==> src/rtl/morse_pkg.sv <==
// Shared constants, state encoding and the ITU lookup table for the Morse decoder.
// Element bits are right-aligned with the first element in the MSB of the used field, dash=1.
package morse_pkg;

  localparam logic [1:0] SYM_DOT      = 2'b01;
  localparam logic [1:0] SYM_DASH     = 2'b11;
  localparam logic [1:0] SYM_END_CHAR = 2'b00;
  localparam logic [1:0] SYM_END_WORD = 2'b10;

  localparam logic [7:0] ASCII_SPACE = 8'h20;

  typedef enum logic {
    ACC   = 1'b0,
    SPACE = 1'b1
  } state_t;

  // Returns {hit, ascii}; any length/pattern outside the table is a miss.
  function automatic logic [8:0] morse_lookup(input logic [2:0] len, input logic [5:0] bits);
    logic [7:0] c;
    c = 8'h00;
    case (len)
      3'd1: c = bits[0] ? "T" : "E";
      3'd2:
        case (bits[1:0])
          2'b00:   c = "I";
          2'b01:   c = "A";
          2'b10:   c = "N";
          default: c = "M";
        endcase
      3'd3:
        case (bits[2:0])
          3'b000:  c = "S";
          3'b001:  c = "U";
          3'b010:  c = "R";
          3'b011:  c = "W";
          3'b100:  c = "D";
          3'b101:  c = "K";
          3'b110:  c = "G";
          default: c = "O";
        endcase
      3'd4:
        case (bits[3:0])
          4'b0000: c = "H";
          4'b0001: c = "V";
          4'b0010: c = "F";
          4'b0100: c = "L";
          4'b0110: c = "P";
          4'b0111: c = "J";
          4'b1000: c = "B";
          4'b1001: c = "X";
          4'b1010: c = "C";
          4'b1011: c = "Y";
          4'b1100: c = "Z";
          4'b1101: c = "Q";
          default: c = 8'h00;
        endcase
      3'd5:
        case (bits[4:0])
          5'b11111: c = "0";
          5'b01111: c = "1";
          5'b00111: c = "2";
          5'b00011: c = "3";
          5'b00001: c = "4";
          5'b00000: c = "5";
          5'b10000: c = "6";
          5'b11000: c = "7";
          5'b11100: c = "8";
          5'b11110: c = "9";
          default:  c = 8'h00;
        endcase
      default: c = 8'h00;
    endcase
    if (bits[5]) c = 8'h00;
    return {(c != 8'h00), c};
  endfunction

endpackage

==> src/rtl/morse_char_fifo.sv <==
// Show-ahead character FIFO with occupancy output; head reads as 8'h00 when empty.
module morse_char_fifo #(
  parameter int DEPTH = 8
) (
  input  logic                   clk,
  input  logic                   rst_n,
  input  logic                   push,
  input  logic                   pop,
  input  logic [7:0]             din,
  output logic                   valid,
  output logic                   full,
  output logic [7:0]             dout,
  output logic [$clog2(DEPTH):0] level
);

  localparam int PTR_W = $clog2(DEPTH);

  logic [7:0]       mem [DEPTH];
  logic [PTR_W-1:0] wr_ptr;
  logic [PTR_W-1:0] rd_ptr;
  logic             wr_en;
  logic             rd_en;

  assign valid = (level != '0);
  assign full  = level[PTR_W];
  assign rd_en = pop && valid;
  assign wr_en = push && (!full || rd_en);
  assign dout  = valid ? mem[rd_ptr] : 8'h00;

  always_ff @(posedge clk) begin
    if (wr_en) mem[wr_ptr] <= din;
  end

  // Pointers wrap naturally because DEPTH is a power of two.
  always_ff @(posedge clk or negedge rst_n) begin
    if (!rst_n) begin
      wr_ptr <= '0;
      rd_ptr <= '0;
      level  <= '0;
    end else begin
      if (wr_en) wr_ptr <= wr_ptr + PTR_W'(1);
      if (rd_en) rd_ptr <= rd_ptr + PTR_W'(1);
      if (wr_en && !rd_en)      level <= level + 1'b1;
      else if (rd_en && !wr_en) level <= level - 1'b1;
    end
  end

endmodule

==> src/rtl/morse_decoder_buf.sv <==
// Morse element stream decoder: accumulates elements, decodes to ASCII, collapses word
// spaces, buffers characters in a FIFO and keeps running character/error counters.
module morse_decoder_buf
  import morse_pkg::*;
#(
  parameter int         MAX_SYMS   = 5,
  parameter int         FIFO_DEPTH = 8,
  parameter int         CNT_W      = 12,
  parameter logic [7:0] ERR_CHAR   = 8'h3F
) (
  input  logic                        clk,
  input  logic                        rst_n,
  input  logic                        sym_valid,
  input  logic [1:0]                  sym,
  output logic                        sym_ready,
  output logic                        chr_valid,
  output logic [7:0]                  chr_data,
  input  logic                        chr_ready,
  output logic [$clog2(FIFO_DEPTH):0] fifo_level,
  output logic [CNT_W-1:0]            char_count,
  output logic [CNT_W-1:0]            err_count,
  output logic                        overflow
);

  state_t              state, state_next;
  logic [MAX_SYMS-1:0] acc_bits, acc_bits_next;
  logic [2:0]          acc_len, acc_len_next;
  logic                overlong, overlong_next;
  logic                last_was_space, last_was_space_next;
  logic                push, push_char, push_err;
  logic [7:0]          push_data;
  logic                full, pop, accept, dec_err;
  logic [8:0]          look;
  logic [7:0]          decoded;

  assign sym_ready = rst_n && (state == ACC) && !full;
  assign accept    = sym_valid && sym_ready;
  assign pop       = chr_valid && chr_ready;
  assign look      = morse_lookup(acc_len, 6'(acc_bits));
  assign dec_err   = overlong || !look[8];
  assign decoded   = dec_err ? ERR_CHAR : look[7:0];

  always_comb begin
    state_next          = state;
    acc_bits_next       = acc_bits;
    acc_len_next        = acc_len;
    overlong_next       = overlong;
    last_was_space_next = last_was_space;
    push                = 1'b0;
    push_char           = 1'b0;
    push_err            = 1'b0;
    push_data           = ASCII_SPACE;
    case (state)
      ACC: begin
        if (accept) begin
          case (sym)
            SYM_DOT, SYM_DASH: begin
              if (acc_len < 3'(MAX_SYMS)) begin
                acc_bits_next = {acc_bits[MAX_SYMS-2:0], sym[1]};
                acc_len_next  = acc_len + 3'd1;
              end else begin
                overlong_next = 1'b1;
              end
            end
            default: begin
              // END_CHAR and END_WORD both flush a pending character first.
              if (acc_len != 3'd0) begin
                push                = 1'b1;
                push_char           = 1'b1;
                push_err            = dec_err;
                push_data           = decoded;
                acc_bits_next       = '0;
                acc_len_next        = 3'd0;
                overlong_next       = 1'b0;
                last_was_space_next = 1'b0;
                if (sym == SYM_END_WORD) state_next = SPACE;
              end else if ((sym == SYM_END_WORD) && !last_was_space) begin
                push                = 1'b1;
                last_was_space_next = 1'b1;
              end
            end
          endcase
        end
      end
      SPACE: begin
        if (!full) begin
          push                = 1'b1;
          last_was_space_next = 1'b1;
          state_next          = ACC;
        end
      end
      default: state_next = ACC;
    endcase
  end

  always_ff @(posedge clk or negedge rst_n) begin
    if (!rst_n) begin
      state          <= ACC;
      acc_bits       <= '0;
      acc_len        <= 3'd0;
      overlong       <= 1'b0;
      last_was_space <= 1'b1;
      char_count     <= '0;
      err_count      <= '0;
      overflow       <= 1'b0;
    end else begin
      state          <= state_next;
      acc_bits       <= acc_bits_next;
      acc_len        <= acc_len_next;
      overlong       <= overlong_next;
      last_was_space <= last_was_space_next;
      if (push && push_char) char_count <= char_count + CNT_W'(1);
      if (push && push_err)  err_count  <= err_count + CNT_W'(1);
      if (push && full && !pop) overflow <= 1'b1;
    end
  end

  morse_char_fifo #(
    .DEPTH(FIFO_DEPTH)
  ) u_fifo (
    .clk   (clk),
    .rst_n (rst_n),
    .push  (push),
    .pop   (pop),
    .din   (push_data),
    .valid (chr_valid),
    .full  (full),
    .dout  (chr_data),
    .level (fifo_level)
  );

endmodule

==> config.mk <==
export PLATFORM = sky130hd
export DESIGN_NAME = morse_decoder_buf
export DESIGN_NICKNAME = d
export VERILOG_FILES = /design/src/rtl/morse_pkg.sv /design/src/rtl/morse_char_fifo.sv /design/src/rtl/morse_decoder_buf.sv
export SDC_FILE = /design/constraint.sdc
export NUM_CORES = 1
export LEC_CHECK = 0
export BUFFER_PORTS_ARGS = -buffer_cell sky130_fd_sc_hd__buf_2
export CAP_MARGIN = 20
export CORE_ASPECT_RATIO = 1.1
export CORE_MARGIN = 4
export CORE_UTILIZATION = 55
export CTS_CLUSTER_SIZE = 28
export DETAILED_ROUTE_END_ITERATION = 7
export GPL_ROUTABILITY_DRIVEN = 1
export HOLD_SLACK_MARGIN = 0.06
export PLACE_DENSITY = 0.83
export SYNTH_ARGS = -nofsm -noshare
export SYNTH_HDL_FRONTEND = slang
export SYNTH_SLANG_ARGS = --single-unit
export TNS_END_PERCENT = 5
==> constraint.sdc <==
create_clock -name clk -period 3.45 [get_ports clk]
set_input_delay 0 -clock clk [delete_from_list [all_inputs] [get_ports clk]]
set_output_delay 0 -clock clk [all_outputs]
set_load 0.02 [all_outputs]
==> results by group <==
Worst setup path
  • Setup crit start kind: register
  • CP bufs+invs: 1
  • Worst reg2reg endpoint: u_fifo.mem[7][0]$_DFFE_PP_
  • R2r startpoint: acc_bits[0]$_DFFE_PN0P_
  • Path depth of the worst reg2reg path: 8
  • Cells along the critical path: inv_1 > ha_1 > nor4bb_1 > o22ai_1 > a221o_1 > a21oi_1 > nand4_4 > a41oi_1
  • Crit path capture type: register
  • CP peak stage delay: 0.56 ns
  • Req. time, crit path: 3.54 ns
  • Critical path endpoint: u_fifo.mem[7][0]$_DFFE_PP_
  • Crit path DAT: 3.19 ns
  • Max FO, Critical Path: 11
  • Flop2flop setup slack: 0.35 ns
  • Slowest CP cell: a41oi_1
  • Crit path from: acc_bits[0]$_DFFE_PN0P_
  • CP delay by family, top: compound AO/OA/AOI/OAI gates
  • Setup Crit Path Kind: register to register
  • Critical path depth: 8

Global route
  • Vias in the first global route: 3665
  • First-pass GRT wire length: 18360 um
  • Largest net degree at the start of global routing: 47
  • Antenna violations before repair: 0
  • Gr usage total: 0.2085
  • Total gr overflow: 0

STA
  • Worst slew pin tran: 0.9538 ns
  • Period utilisation layout: 0.8988
  • Final Critical Period: 3.101 ns
  • Final Skew: 0.01488 ns
  • Highest Clock Rate: 322.5 MHz
  • RSZ-0062 raised after global routing: no
  • Final max-slew violation count: 0
  • Final hold vios: 0
  • Setup TNS Final: 0 ns
  • Final setup fails: 0
  • Relative slew slack: 0.3641
  • Final Worst Setup Slack: 0.3493 ns

Run status
  • Status: complete, no violations

Drt
  • Antenna Nets Post-Route: 0
  • Drt via density: 5.934
  • Starting DRT DRC Count: 206
  • First-pass DRT Iterations: 5
  • DRC: 0
  • Vias: 3614
  • Routed len/inst: 18.15 um
  • Final WL: 11060 um

Run
  • Max-capacitance violation count: 0

Floorplan
  • Core area: 9351 um2
  • I/O Pins: 45
  • Site Rows: 37
  • Die ar.: 11190 um2
  • Die Wd: 101.2 um
  • Initial Util: 0.5623
  • Die height: 110.6 um

Cells and area
  • # fillers: 704
  • Most frequent cells in the layout: edfxtp_1, nand2_1, dfrtp_1, buf_2, ha_1
  • Area of the multi-input gates: 2245 um2
  • FF/Latch Area: 2835 um2
  • ANT cells: 0
  • Most common cell after layout, fill and taps aside: edfxtp_1
  • Area Overhead vs Synth: 12.90%
  • Share of layout cells above drive strength 1: 0.2378
  • Final nets: 517
  • Post-route cell area: 5937 um2

Yosys
  • Ys flop type: edfxtp_1
  • Mapped Nets: 457
  • Synth Instances: 427
  • Yosys reg bits: 102
  • Synthesis warning total: 0
  • Post-synth cell types: 62
  • Synthesized area: 5259 um2
  • Register area share after synthesis: 0.5389
  • Asr flop ratio synth: 0.4510
  • Synth Area per Inst: 12.32 um2
  • Post-synth EDFFs: 56

CTS
  • Deepest clock path buffer count: 2
  • Reg clk slew, reported paths: 0.11 ns
  • Cts bufs inserted: 9
  • Clk sinks: 102
  • Root Buffer: clkbuf_8
  • H-tree lvl count: 3
  • Worst-Skew Late Latency: 0.37 ns
  • Post-CTS Setup Bufs: 0
  • CTS tree: built

Placement
  • Area of placed instances: 5640 um2
  • Final Wtd Congestion: 0.9021
  • DP Wirelength: 7855 um
  • Pre-CTS worst setup slack: 0.1785 ns
  • IO Port Bufs: 43

Hold path
  • Hold Crit Class: primary input to asynchronous set/reset pin

Power
  • PD cells: 728.0 nW/um2
  • Lkg Pwr: 2.458 nW
  • Max VDD drop: 0.0004342 V
-- sequential cells by signal, indices dropped and copies added, names as in the netlist, 3 cells and up --
register	count
acc_bits	5
acc_len	3
char_count	12
err_count	12
u_fifo.level	4
u_fifo.mem	56
u_fifo.rd_ptr	3
u_fifo.wr_ptr	3
-- area by class of cell --
type,count,area share
sequential,102,0.4776
multi-input combinational,288,0.3781
tap,117,0.02466
inverter,15,0.009484
clock buffer,9,0.02086
clock inverter,7,0.01517
timing repair buffer,71,0.07418
-- layer usage --
layer / wire length, um / share of wire / vias up / global-route usage
met5: 0 / 0 / - / 0
met4: 286 / 0.026 / 0 / 0.08067
met3: 555 / 0.050 / 27 / 0.03980
met2: 5636 / 0.51 / 126 / 0.3512
met1: 4577 / 0.41 / 1778 / 0.2624
li1: - / - / 1683 / -
-- through the flow --
step                power [mW]  instances  hold WS, ns  utilization
floorplan                3.110        427      -0.2956            -
global placement         3.518        586       0.1966       0.6032
detailed placement       3.567        586       0.2107       0.6032
CTS                      4.329        608       0.3330       0.6325
global route             4.606        609       0.3801       0.6349
finish                   4.322        609       0.3332       0.6349
-- worst register-to-register path: stages (launching register included) --
cell      delay (ns)
dfrtp_2         0.49
inv_1           0.15
ha_1            0.30
nor4bb_1        0.41
o22ai_1         0.16
a221o_1         0.37
a21oi_1         0.26
nand4_4         0.14
a41oi_1         0.56
-- how the worst min path moves through the flow --
stage	startpoint	to	slack, ns	depth (start not counted)
final	rst_n	u_fifo.level[0]$_DFFE_PN0P_	0.33	3
after global routing	rst_n	overlong$_DFFE_PN0P_	0.38	3
after CTS	rst_n	overlong$_DFFE_PN0P_	0.33	3
after detailed placement	rst_n	u_fifo.level[1]$_DFFE_PN0P_	0.21	2
after global placement	rst_n	u_fifo.level[0]$_DFFE_PN0P_	0.20	2
after floorplan	rst_n	acc_bits[0]$_DFFE_PN0P_	-0.30	0
-- what timing repair did --
| item | 4_1_cts | 5_1_grt |
|---|---|---|
| hold endpoints to repair | 58 | 0 |
| resized for setup | 0 | 4 |
| hold buffers | 6 | 0 |
| endpoints found under the setup margin | 0 | 35 |
-- power breakdown --
group	internal [mW]	total, mW	switching, mW
registers	1.45	1.74	0.296
logic	0.812	1.83	1.01
clock network	0.291	0.755	0.464
-- kinds of logic (layout without fill, tap and decap cells) --
| family | Yosys count | after routing | synth area share |
|---|---|---|---|
| xor gates and xnor gates | 30 | 30 | 0.04997 |
| AOI/OAI and AO/OA | 69 | 69 | 0.08898 |
| DFF | 102 | 102 | 0.5389 |
| and+or+nand+nor | 137 | 137 | 0.1404 |
| adders and majority gates | 24 | 24 | 0.05853 |
| buffers and inverters | 37 | 102 | 0.03688 |
| other | 1 | 1 | 0.0007131 |
| muxes | 27 | 27 | 0.08565 |
-- Yosys cell counts, drive strengths merged, types with 9 or more instances --
| cell type | count | area (um2) |
|---|---|---|
| edfxtp | 56 | 1682 |
| nand2 | 48 | 180.2 |
| dfrtp | 45 | 1126 |
| ha | 23 | 287.8 |
| a21oi | 22 | 121.4 |
| nor2 | 19 | 71.32 |
| o21ai | 17 | 85.08 |
| inv | 15 | 56.30 |
| xnor2 | 15 | 131.4 |
| xor2 | 15 | 131.4 |
| mux4 | 14 | 315.3 |
| buf | 13 | 103.8 |
| nor3 | 10 | 61.31 |
| clkbuf | 9 | 33.78 |
| mux2i | 9 | 90.09 |
Power figures use the tool's default switching activity.
